`config.mk`:
```
export PLATFORM = sky130hd
export DESIGN_NAME = tank_ctrl_flat
export DESIGN_NICKNAME = d
export VERILOG_FILES = /design/src/rtl/tank_pkg.sv /design/src/rtl/tank_ctrl_if.sv /design/src/rtl/tank_hit_cmp.sv /design/src/rtl/tank_ctrl.sv /design/src/flat_wrapper.sv
export SDC_FILE = /design/constraint.sdc
export NUM_CORES = 1
export LEC_CHECK = 0
export CORE_ASPECT_RATIO = 0.75
export CORE_MARGIN = 5
export CORE_UTILIZATION = 40
export DETAILED_ROUTE_END_ITERATION = 16
export DONT_BUFFER_PORTS = 1
export PLACE_DENSITY = 0.54
export SLEW_MARGIN = 20
export SYNTH_ARGS = -nofsm -noshare
export SYNTH_HDL_FRONTEND = slang
export SYNTH_SLANG_ARGS = --single-unit
```
`constraint.sdc`:
```
create_clock -name clk -period 6.59 [get_ports clk]
set_input_delay 0.3295 -clock clk [delete_from_list [all_inputs] [get_ports clk]]
set_output_delay 0.3295 -clock clk [all_outputs]
set_load 0.05 [all_outputs]
```
`src/rtl/tank_pkg.sv`:
```
// Shared definitions for the player/enemy tank controllers: facing codes,
// life-cycle state encoding and common widths.
package tank_pkg;

  localparam int DIR_W   = 2;
  localparam int LIVES_W = 3;

  typedef enum logic [DIR_W-1:0] {
    DIR_UP    = 2'b00,
    DIR_DOWN  = 2'b01,
    DIR_LEFT  = 2'b10,
    DIR_RIGHT = 2'b11
  } dir_t;

  typedef enum logic [1:0] {
    ST_ALIVE  = 2'b00,
    ST_DEAD   = 2'b01,
    ST_INVULN = 2'b10,
    ST_OVER   = 2'b11
  } state_t;

endpackage

```
`src/rtl/tank_ctrl_if.sv`:
```
// Bus between the tank controller and the bullet blocks: enemy bullet
// positions in, shot request/acknowledge handshake out.
interface tank_ctrl_if #(
  parameter int N_BUL = 4,
  parameter int POS_W = 5
);
  logic [N_BUL*POS_W-1:0] bul_x;
  logic [N_BUL*POS_W-1:0] bul_y;
  logic [N_BUL-1:0]       bul_vld;
  logic                   shot_req;
  logic                   shot_ack;

  // master is the tank controller, slave is the bullet side
  modport master (
    input  bul_x, bul_y, bul_vld, shot_ack,
    output shot_req
  );

  modport slave (
    output bul_x, bul_y, bul_vld, shot_ack,
    input  shot_req
  );
endinterface

```
`src/rtl/tank_hit_cmp.sv`:
```
// N_BUL-way parallel coordinate compare between live bullets and a tank
// position, reduced to one hit bit. Purely combinational.
module tank_hit_cmp #(
  parameter int N_BUL = 4,
  parameter int POS_W = 5
) (
  input  logic [N_BUL*POS_W-1:0] bul_x,
  input  logic [N_BUL*POS_W-1:0] bul_y,
  input  logic [N_BUL-1:0]       bul_vld,
  input  logic [POS_W-1:0]       tank_x,
  input  logic [POS_W-1:0]       tank_y,
  output logic                   hit
);

  logic [N_BUL-1:0] match;

  for (genvar gi = 0; gi < N_BUL; gi++) begin : g_chan
    assign match[gi] = bul_vld[gi]
                     && (bul_x[gi*POS_W +: POS_W] == tank_x)
                     && (bul_y[gi*POS_W +: POS_W] == tank_y);
  end

  assign hit = |match;

endmodule

```
`src/rtl/tank_ctrl.sv`:
```
// Player tank controller: movement, hit detection, lives/respawn FSM and
// shot handshake. Define TANK_INVULN_EN to add post-respawn invulnerability.
module tank_ctrl
  import tank_pkg::*;
#(
  parameter int GRID_W       = 16,
  parameter int GRID_H       = 20,
  parameter int POS_W        = 5,
  parameter int N_BUL        = 4,
  parameter int LIVES        = 3,
  parameter int SPAWN_X      = 8,
  parameter int SPAWN_Y      = 1,
  parameter int DEAD_TICKS   = 4,
  parameter int INVULN_TICKS = 8
) (
  input  logic                 clk,
  input  logic                 rst_n,
  input  logic                 tick,
  input  logic                 tank_en,
  input  logic                 bt_w,
  input  logic                 bt_s,
  input  logic                 bt_a,
  input  logic                 bt_d,
  input  logic                 bt_st,
  tank_ctrl_if.master          bus,
  output logic [POS_W-1:0]     tank_x,
  output logic [POS_W-1:0]     tank_y,
  output logic [DIR_W-1:0]     tank_dir,
  output logic                 tank_alive,
  output logic [LIVES_W-1:0]   lives,
  output logic                 game_over
);

  localparam logic [POS_W-1:0]   X_MAX   = POS_W'(GRID_W - 1);
  localparam logic [POS_W-1:0]   Y_MAX   = POS_W'(GRID_H - 1);
  localparam logic [POS_W-1:0]   SPX     = POS_W'(SPAWN_X);
  localparam logic [POS_W-1:0]   SPY     = POS_W'(SPAWN_Y);
  localparam logic [POS_W-1:0]   POS_ONE = POS_W'(1);
  localparam logic [LIVES_W-1:0] LIV_ONE = LIVES_W'(1);

  // One timer serves both DEAD and INVULN, so size it for the longer wait.
  localparam int TMR_MAX = (DEAD_TICKS > INVULN_TICKS) ? DEAD_TICKS : INVULN_TICKS;
  localparam int TMR_W   = $clog2(TMR_MAX + 1);
  localparam logic [TMR_W-1:0] TMR_ONE   = TMR_W'(1);
  localparam logic [TMR_W-1:0] DEAD_LAST = TMR_W'(DEAD_TICKS - 1);
`ifdef TANK_INVULN_EN
  localparam logic [TMR_W-1:0] INV_LAST  = TMR_W'(INVULN_TICKS - 1);
`endif

  state_t               state_q, state_d;
  logic [POS_W-1:0]     x_q, x_d;
  logic [POS_W-1:0]     y_q, y_d;
  dir_t                 dir_q, dir_d;
  logic [LIVES_W-1:0]   lives_q, lives_d;
  logic [TMR_W-1:0]     tmr_q, tmr_d;
  logic                 shot_req_q, shot_req_d;
  logic                 bt_st_q;
  logic                 alive_q, over_q;

  logic                 hit;
  logic                 move_ok;
  logic                 fire_rise;

  tank_hit_cmp #(
    .N_BUL (N_BUL),
    .POS_W (POS_W)
  ) u_hit (
    .bul_x   (bus.bul_x),
    .bul_y   (bus.bul_y),
    .bul_vld (bus.bul_vld),
    .tank_x  (x_q),
    .tank_y  (y_q),
    .hit     (hit)
  );

  assign fire_rise = bt_st & ~bt_st_q;

  always_comb begin
    state_d    = state_q;
    x_d        = x_q;
    y_d        = y_q;
    dir_d      = dir_q;
    lives_d    = lives_q;
    tmr_d      = tmr_q;
    shot_req_d = shot_req_q;
    move_ok    = 1'b0;

    unique case (state_q)
      ST_ALIVE: begin
        // a hit in the same cycle as a tick suppresses the move
        if (hit) begin
          lives_d = lives_q - LIV_ONE;
          tmr_d   = '0;
          state_d = (lives_q == LIV_ONE) ? ST_OVER : ST_DEAD;
        end else begin
          move_ok = tick & tank_en;
        end
      end
      ST_DEAD: begin
        if (tick) begin
          if (tmr_q == DEAD_LAST) begin
            tmr_d   = '0;
            x_d     = SPX;
            y_d     = SPY;
            dir_d   = DIR_UP;
`ifdef TANK_INVULN_EN
            state_d = ST_INVULN;
`else
            state_d = ST_ALIVE;
`endif
          end else begin
            tmr_d = tmr_q + TMR_ONE;
          end
        end
      end
      ST_INVULN: begin
`ifdef TANK_INVULN_EN
        move_ok = tick & tank_en;
        if (tick) begin
          if (tmr_q == INV_LAST) begin
            tmr_d   = '0;
            state_d = ST_ALIVE;
          end else begin
            tmr_d = tmr_q + TMR_ONE;
          end
        end
`else
        state_d = ST_ALIVE;
`endif
      end
      ST_OVER: begin
        state_d = ST_OVER;
      end
    endcase

    if (move_ok) begin
      if (bt_w) begin
        dir_d = DIR_UP;
        if (y_q != Y_MAX) y_d = y_q + POS_ONE;
      end else if (bt_s) begin
        dir_d = DIR_DOWN;
        if (y_q != '0) y_d = y_q - POS_ONE;
      end else if (bt_a) begin
        dir_d = DIR_LEFT;
        if (x_q != '0) x_d = x_q - POS_ONE;
      end else if (bt_d) begin
        dir_d = DIR_RIGHT;
        if (x_q != X_MAX) x_d = x_q + POS_ONE;
      end
    end

    // Leaving ALIVE withdraws a pending request; edges during a request drop.
    if (state_d != ST_ALIVE) begin
      shot_req_d = 1'b0;
    end else if (shot_req_q) begin
      if (bus.shot_ack) shot_req_d = 1'b0;
    end else if ((state_q == ST_ALIVE) && tank_en && fire_rise) begin
      shot_req_d = 1'b1;
    end
  end

  always_ff @(posedge clk or negedge rst_n) begin
    if (!rst_n) begin
      state_q    <= ST_ALIVE;
      x_q        <= SPX;
      y_q        <= SPY;
      dir_q      <= DIR_UP;
      lives_q    <= LIVES_W'(LIVES);
      tmr_q      <= '0;
      shot_req_q <= 1'b0;
      bt_st_q    <= 1'b0;
      alive_q    <= 1'b1;
      over_q     <= 1'b0;
    end else begin
      state_q    <= state_d;
      x_q        <= x_d;
      y_q        <= y_d;
      dir_q      <= dir_d;
      lives_q    <= lives_d;
      tmr_q      <= tmr_d;
      shot_req_q <= shot_req_d;
      bt_st_q    <= bt_st;
      alive_q    <= (state_d == ST_ALIVE) || (state_d == ST_INVULN);
      over_q     <= (state_d == ST_OVER);
    end
  end

  assign tank_x       = x_q;
  assign tank_y       = y_q;
  assign tank_dir     = dir_q;
  assign tank_alive   = alive_q;
  assign lives        = lives_q;
  assign game_over    = over_q;
  assign bus.shot_req = shot_req_q;

endmodule

```
`src/flat_wrapper.sv`:
```
// flat-port wrapper written by rule: the top's interface ports become plain ports
module tank_ctrl_flat import tank_pkg::*;
#(
  parameter int GRID_W       = 16,
  parameter int GRID_H       = 20,
  parameter int POS_W        = 5,
  parameter int N_BUL        = 4,
  parameter int LIVES        = 3,
  parameter int SPAWN_X      = 8,
  parameter int SPAWN_Y      = 1,
  parameter int DEAD_TICKS   = 4,
  parameter int INVULN_TICKS = 8
)
  (clk, rst_n, tick, tank_en, bt_w, bt_s, bt_a, bt_d, bt_st, tank_x, tank_y, tank_dir, tank_alive, lives, game_over, bus_bul_x, bus_bul_y, bus_bul_vld, bus_shot_ack, bus_shot_req);
  tank_ctrl_if #(.N_BUL(N_BUL), .POS_W(POS_W)) bus_i ();
  input  logic clk;
  input  logic rst_n;
  input  logic tick;
  input  logic tank_en;
  input  logic bt_w;
  input  logic bt_s;
  input  logic bt_a;
  input  logic bt_d;
  input  logic bt_st;
  output logic [POS_W-1:0] tank_x;
  output logic [POS_W-1:0] tank_y;
  output logic [DIR_W-1:0] tank_dir;
  output logic tank_alive;
  output logic [LIVES_W-1:0] lives;
  output logic game_over;
  input wire logic [$bits(bus_i.bul_x)-1:0] bus_bul_x;
  input wire logic [$bits(bus_i.bul_y)-1:0] bus_bul_y;
  input wire logic [$bits(bus_i.bul_vld)-1:0] bus_bul_vld;
  input wire logic [$bits(bus_i.shot_ack)-1:0] bus_shot_ack;
  output wire logic [$bits(bus_i.shot_req)-1:0] bus_shot_req;
  assign bus_i.bul_x = bus_bul_x;
  assign bus_i.bul_y = bus_bul_y;
  assign bus_i.bul_vld = bus_bul_vld;
  assign bus_i.shot_ack = bus_shot_ack;
  assign bus_shot_req = bus_i.shot_req;
  tank_ctrl #(.GRID_W(GRID_W), .GRID_H(GRID_H), .POS_W(POS_W), .N_BUL(N_BUL), .LIVES(LIVES), .SPAWN_X(SPAWN_X), .SPAWN_Y(SPAWN_Y), .DEAD_TICKS(DEAD_TICKS), .INVULN_TICKS(INVULN_TICKS)) u_core (.clk(clk), .rst_n(rst_n), .tick(tick), .tank_en(tank_en), .bt_w(bt_w), .bt_s(bt_s), .bt_a(bt_a), .bt_d(bt_d), .bt_st(bt_st), .bus(bus_i), .tank_x(tank_x), .tank_y(tank_y), .tank_dir(tank_dir), .tank_alive(tank_alive), .lives(lives), .game_over(game_over));
endmodule
```
# Word level (Yosys, flattened, before mapping)
# Index checks and enable logic that the tools add are counted.
[classes]
n_addsub = 6
multipliers = 0
div_mod_pow = 0
magnitude_cmp = 0
n_eq_ne = 19
shifts = 0
n_mux = 41
bitwise_logic = 3
reduce_logical = 20
[op_table]
columns = ["op", "count"]
rows = [
  ["$mux W5", 18],
  ["$eq A5 B5 Y1", 8],
  ["$mux W2", 12],
  ["$mux W4", 3],
  ["$add A5 B1 Y5 const B", 2],
  ["$logic_and A1 B1 Y1", 10],
  ["$reduce_bool A5 Y1", 2],
  ["$sub A5 B1 Y5 const B", 2],
  ["$eq A2 B2 Y1 const B", 4],
  ["$pmux W2 S4", 1],
  ["$pmux W4 S2", 1],
  ["$mux W1", 6],
  ["$ne A5 B4 Y1 const B", 1],
  ["$ne A5 B5 Y1 const B", 1],
  ["$add A4 B1 Y4 const B", 1],
  ["$eq A4 B2 Y1 const B", 1],
  ["$logic_not A2 Y1", 2],
  ["$reduce_bool A2 Y1", 2],
  ["$reduce_or A4 Y1", 1],
  ["$eq A3 B1 Y1 const B", 1],
  ["$reduce_and A3 Y1", 1],
  ["$sub A3 B1 Y3 const B", 1],
  ["$and A1 B1 Y1", 2],
  ["$eq A2 B1 Y1 const B", 1],
  ["other kinds (5)", 5],
]
[totals]
ff_bits = 25
latch_bits = 0
ramBits = 0
romBits = 0
in_bits = 54
out_inout_bits = 18
mem_count = 0

# Depth between registers and ports, before layout
[logic_depth]
word_depth = 10
mapped_depth = 10
mapped_depth_nobuf = 8

# By module
# From an unflattened synthesis, not the netlist that was laid out.
[hier_totals]
hier_cells = 254
hier_area_um2 = 2219.6
[modules_own_cells]
columns = ["mod", "n_inst", "cells_per_inst", "area_each_um2", "seq_area_each_um2"]
rows = [
  ["tank_ctrl", 1, 195, 1752.9, 631.9],
  ["tank_hit_cmp", 1, 59, 466.7, 0.0],
]

# Worst setup path before layout
# No wires, ideal clock.
[synth_path]
path_kind = "register -> register"
from = "register u_core.x_q[1], in the netlist u_core.tank_x[1]"
to = "register u_core.x_q[2], in the netlist u_core.tank_x[2]"
setup_ns = 0.122
arrival_ns = 2.214
required_time_ns = 6.468
slack_ns = 4.255
path_stages_with_launch = 9
n_path_buf = 1
path_cell_list = "dfrtp_1 buf_4 inv_1 ha_1 or3b_1 o21a_1 a221oi_1 a21oi_1 a32o_1"
[synth_via]
elab_chain_len = 7
elab_cells_between_ends = 26
cone_classes = "2 x add/sub; 5 x eq/ne; 9 x mux; 10 x reduce/logical"
[synth_lines]
columns = ["item", "line", "rtl"]
rows = [
  ["start, declared", "tank_ctrl.sv:51", "logic [POS_W-1:0] x_q, x_d;"],
  ["start signal, assigned", "tank_ctrl.sv:165", "x_q <= SPX;"],
  ["start signal, assigned", "tank_ctrl.sv:176", "x_q <= x_d;"],
  ["$add A5 B1 Y5, or another cell as far along", "tank_ctrl.sv:148", "if (x_q != X_MAX) x_d = x_q + POS_ONE;"],
  ["$mux W5 or $logic_and A1 B1 Y1 (tied branches)", "tank_ctrl.sv:148, tank_hit_cmp.sv:19", ""],
  ["$mux W5 or $logic_and A1 B1 Y1 (tied branches)", "tank_ctrl.sv:146, tank_hit_cmp.sv:20", ""],
  ["$mux W5 or $reduce_or A4 Y1 (tied branches)", "tank_ctrl.sv:143, tank_hit_cmp.sv:23", ""],
  ["$mux W5 or $mux W1 (tied branches)", "tank_ctrl.sv:140, tank_ctrl.sv:91", ""],
  ["$mux W5 or $mux W1 (tied branches)", "tank_ctrl.sv:137, tank_ctrl.sv:88", ""],
  ["$mux W5 *", "tank_ctrl.sv:136", "if (move_ok) begin"],
  ["net u_core.x_d[2]", "tank_ctrl.sv:51", ""],
]
# Mark *: on every way through the listed nets, which the timed path passes. The rest lies on a longest branch.
# A chain may end at the register's enable or synchronous reset.

# Worst setup path in the final report
[layout_path]
from = "register u_core.x_q[2], in the netlist u_core.tank_x[2]"
to = "register u_core.y_q[3], in the netlist u_core.tank_y[3]"
[layout_via]
elab_chain_len = 7
elab_cells_between_ends = 16
cone_classes = "4 x eq/ne; 3 x mux; 9 x reduce/logical"
[layout_lines]
columns = ["item", "line", "rtl"]
rows = [
  ["$eq A5 B5 Y1", "tank_hit_cmp.sv:19", "&& (bul_x[gi*POS_W +: POS_W] == tank_x)"],
  ["$logic_and A1 B1 Y1", "tank_hit_cmp.sv:19", ""],
  ["$logic_and A1 B1 Y1", "tank_hit_cmp.sv:20", "&& (bul_y[gi*POS_W +: POS_W] == tank_y);"],
  ["$reduce_or A4 Y1 *", "tank_hit_cmp.sv:23", "assign hit = |match;"],
  ["$mux W1 *", "tank_ctrl.sv:91", "if (hit) begin"],
  ["$mux W1 *", "tank_ctrl.sv:88", "unique case (state_q)"],
  ["$mux W5 *", "tank_ctrl.sv:136", ""],
  ["net u_core.y_d[3]", "tank_ctrl.sv:52", "logic [POS_W-1:0] y_q, y_d;"],
  ["end signal, assigned", "tank_ctrl.sv:177", "y_q <= y_d;"],
  ["end, declared", "tank_ctrl.sv:52", ""],
]
# Marks and branches as above.

==> flow_summary.toml <==
[run_status]
status = "complete, no violations"

[power]
combPwrFrac = 0.366
clockPowerShare = 0.105
pwr-share-seq = 0.529
netSwitchingFraction = 0.516
pwr_density_cell_mw_per_mm2 = 394
p_leak_nw = 0.833
p_switching_w = 0.000440
ir_drop_uv = 243
intPower_w = 0.000414

[drt]
routedWlPerCell_um = 17.0
vias_per_cell = 5.50
dr.pass1.iters = 4
drc = 0
drtIter0Drc = 51
vias = 1688
routed_wirelength_um = 5220
ant_nets = 0

[global_routing]
grt_pass1_vias = 1624
grt_pass1_wl_um = 8500
gr-usage-met3 = 0.0526
use_met1 = 0.218
grt.busiest_layer = "met2"
grt.total_usage = 0.156
antenna_found_initial = 0
met2_usage = 0.239
grt_max_degree = 26
grt_overflow = 0

[timing]
final.setup_skew_ns = 0.00426
max_freq_mhz = 328
report.final.slew_viol_count = 0
worst_pin_slew_ns = 0.920
fin_setup_tns_ns = 0
slew_headroom = 0.387
final_hold_viol_count = 0
grt_setup_unrepaired = "false"
finalSetupViolCount = 0
post-route-min-period_ns = 3.04
timing.final.crit_share = 0.462

[place]
portBuffers = 0
dp_hpwl_um = 4030
place.gp.congestion = 0.820

[final_layout]
nets = 294
antenna_cells = 0
drive_gt1_frac = 0.0560
area_growth_pct = 2.30
final_util = 0.414

[logic_synthesis]
syn_avg_cell_area_um2 = 8.72
synth_cells = 243
ys_ff_latch = 25
synth_seq_area_share = 0.298
async_flop_share = 1.00
ys.warnings.count = 0
synth_nets = 304
synth.distinct_cells = 44
synth_area_mm2 = 0.00212
synthFlopType = "dfrtp_1"
synth_edf_count = 0

[floorplanning]
die-area_mm2 = 0.00687
initial_core_util = 0.404
ioPinCount = 72
die_x_um = 94.0
core_area_mm2 = 0.00524
rows = 23
die_h_um = 73.0

[min_path]
min_path_type = "in2reg"
holdCritStartpoint = "bt_st"
hold-path-endpoint = "u_core.bt_st_q"
min_path_cells = 0

[clock_tree]
cts_buffers = 3
cts_resized = 0
clock_sinks = 25
tritoncts = "done"
cts_setup_buffers = 0
htreeDepth = 1
cts-root-buf = "clkbuf_8"
holdBufCountCts = 2
cts_buffer_depth = 2
cts.clk_slew.worst_paths_ns = 0.09
clock_latency_ns = 0.27

[critical_path]
rr_worst_depth = 7
cp.required_ns = 6.75
cp-end-kind = "flip-flop"
worst_ep_arrival_time_ns = 3.21
crit_fanout = 18
r2r_start = "u_core.tank_x[2]"
crit_type = "reg2reg"
reg2reg_to = "u_core.tank_y[3]"
cp-start-kind = "flip-flop"
reg2reg_slack_ns = 3.55

[flow_run]
drv_cap = 0
-- how the worst max path moves through the flow --
stage | start | to | slack (ns) | cells after the start
final | u_core.tank_x[2] | u_core.tank_y[3] | 3.55 | 7
after global placement | u_core.tank_y[3] | u_core.tank_y[2] | 3.60 | 7
after CTS | u_core.tank_x[2] | u_core.tank_y[3] | 3.54 | 7
after detailed placement | u_core.tank_x[2] | u_core.tank_y[3] | 3.57 | 7
after floorplan | u_core.tank_x[1] | u_core.tank_x[2] | 4.25 | 8
after global routing | u_core.tank_y[3] | u_core.tank_y[2] | 3.27 | 7
-- per-layer routing --
| metal | vias to the layer above | routed length (µm) |
|---|---|---|
| met5 | - | 0 |
| met4 | 0 | 15 |
| li1 | 837 | - |
| met2 | 68 | 2270 |
| met3 | 2 | 569 |
| met1 | 781 | 2360 |
-- per-stage QoR --
step | hold slack, ns | total power [W] | setup WS, ns | cell area, µm² | instances
after floorplan | 0.0339 | 0.000724 | 4.25 | 2120 | 243
after detailed placement | 0.0349 | 0.000766 | 3.57 | 2090 | 301
final | 0.0866 | 0.000854 | 3.55 | 2170 | 307
after CTS | 0.0766 | 0.000864 | 3.54 | 2170 | 307
after global routing | 0.0668 | 0.000926 | 3.27 | 2170 | 307
after global placement | 0.0352 | 0.000767 | 3.60 | 2090 | 301
-- layout by cell type, fill, tap and decap left out, drive strengths merged, types with 2 or more instances in the layout --
| master | count |
|---|---|
| and2 | 3 |
| a21oi | 10 |
| a311oi | 2 |
| a211oi | 2 |
| o21a | 5 |
| nor2 | 20 |
| a32o | 4 |
| xnor2 | 42 |
| dfrtp | 20 |
| nand4 | 13 |
| inv | 15 |
| nor3b | 3 |
| mux2i | 5 |
| o211ai | 5 |
| a32oi | 2 |
| nand3 | 11 |
| nand2 | 11 |
| clkbuf | 3 |
| dfstp | 5 |
| a31oi | 5 |
| ha | 7 |
| o21ai | 9 |
| o31ai | 2 |
| o221ai | 2 |
| nor3 | 7 |
| nor2b | 4 |
-- area by class of cell --
| cell class | instances | area (µm²) |
|---|---|---|
| Fill cell | 537 | 3070 |
| Clock buffer | 3 | 41.3 |
| Clock inverter | 1 | 5.00 |
| Tap cell | 75 | 93.8 |
| Multi-Input combinational cell | 186 | 1310 |
| Sequential cell | 25 | 632 |
| Timing Repair Buffer | 2 | 30.0 |
| Inverter | 15 | 56.3 |
-- critical path, cell delays in order (launching register included) --
cell and delay, ns:
dfrtp_1 0.95, xnor2_1 0.17, nand4_1 0.13, nor3_1 0.07, nor4_2 0.47, and4_1 0.67
o21ai_1 0.17, a32o_1 0.29
-- cell usage after synthesis, drive strengths merged, types with 7 or more instances --
cell type | number | area share
ha | 7 | 0.041
nor3 | 7 | 0.017
inv | 15 | 0.027
buf | 13 | 0.050
nor2 | 20 | 0.035
o21ai | 9 | 0.021
nand3 | 11 | 0.026
dfrtp | 20 | 0.24
a21oi | 10 | 0.024
nand2 | 11 | 0.019
nand4 | 13 | 0.038
xnor2 | 42 | 0.17
-- flip-flops by register name, indices dropped and copies added, names as in the netlist --
register	flops
u_core.tmr_q	4
u_core.game_over	1
u_core.tank_x	5
u_core.bus.shot_req	1
u_core.tank_alive	1
u_core.bt_st_q	1
u_core.lives	3
u_core.tank_y	5
u_core.tank_dir	2
u_core.state_q	2
-- cell families (layout without fill, tap and decap cells) --
| logic type | count (synthesis) | count (layout) | synth area share |
|---|---|---|---|
| and+or+nand+nor | 80 | 80 | 0.202 |
| AOI/OAI and AO/OA | 51 | 51 | 0.173 |
| xor gates and xnor gates | 43 | 43 | 0.178 |
| buffers and inverters | 32 | 21 | 0.0839 |
| DFF | 25 | 25 | 0.298 |
| adders and majority gates | 7 | 7 | 0.0413 |
| muxes | 5 | 5 | 0.0236 |
-- power by group through the flow --
stage | clock [W] | sequential [W] | combinational (W)
after detailed placement | 0 | 0.000458 | 0.000308
after global routing | 0.0000989 | 0.000470 | 0.000356
final | 0.0000895 | 0.000452 | 0.000312
after global placement | 0 | 0.000458 | 0.000309
after floorplan | 0 | 0.000362 | 0.000361
after CTS | 0.0000945 | 0.000455 | 0.000315
(Power assumes the default switching activity.)
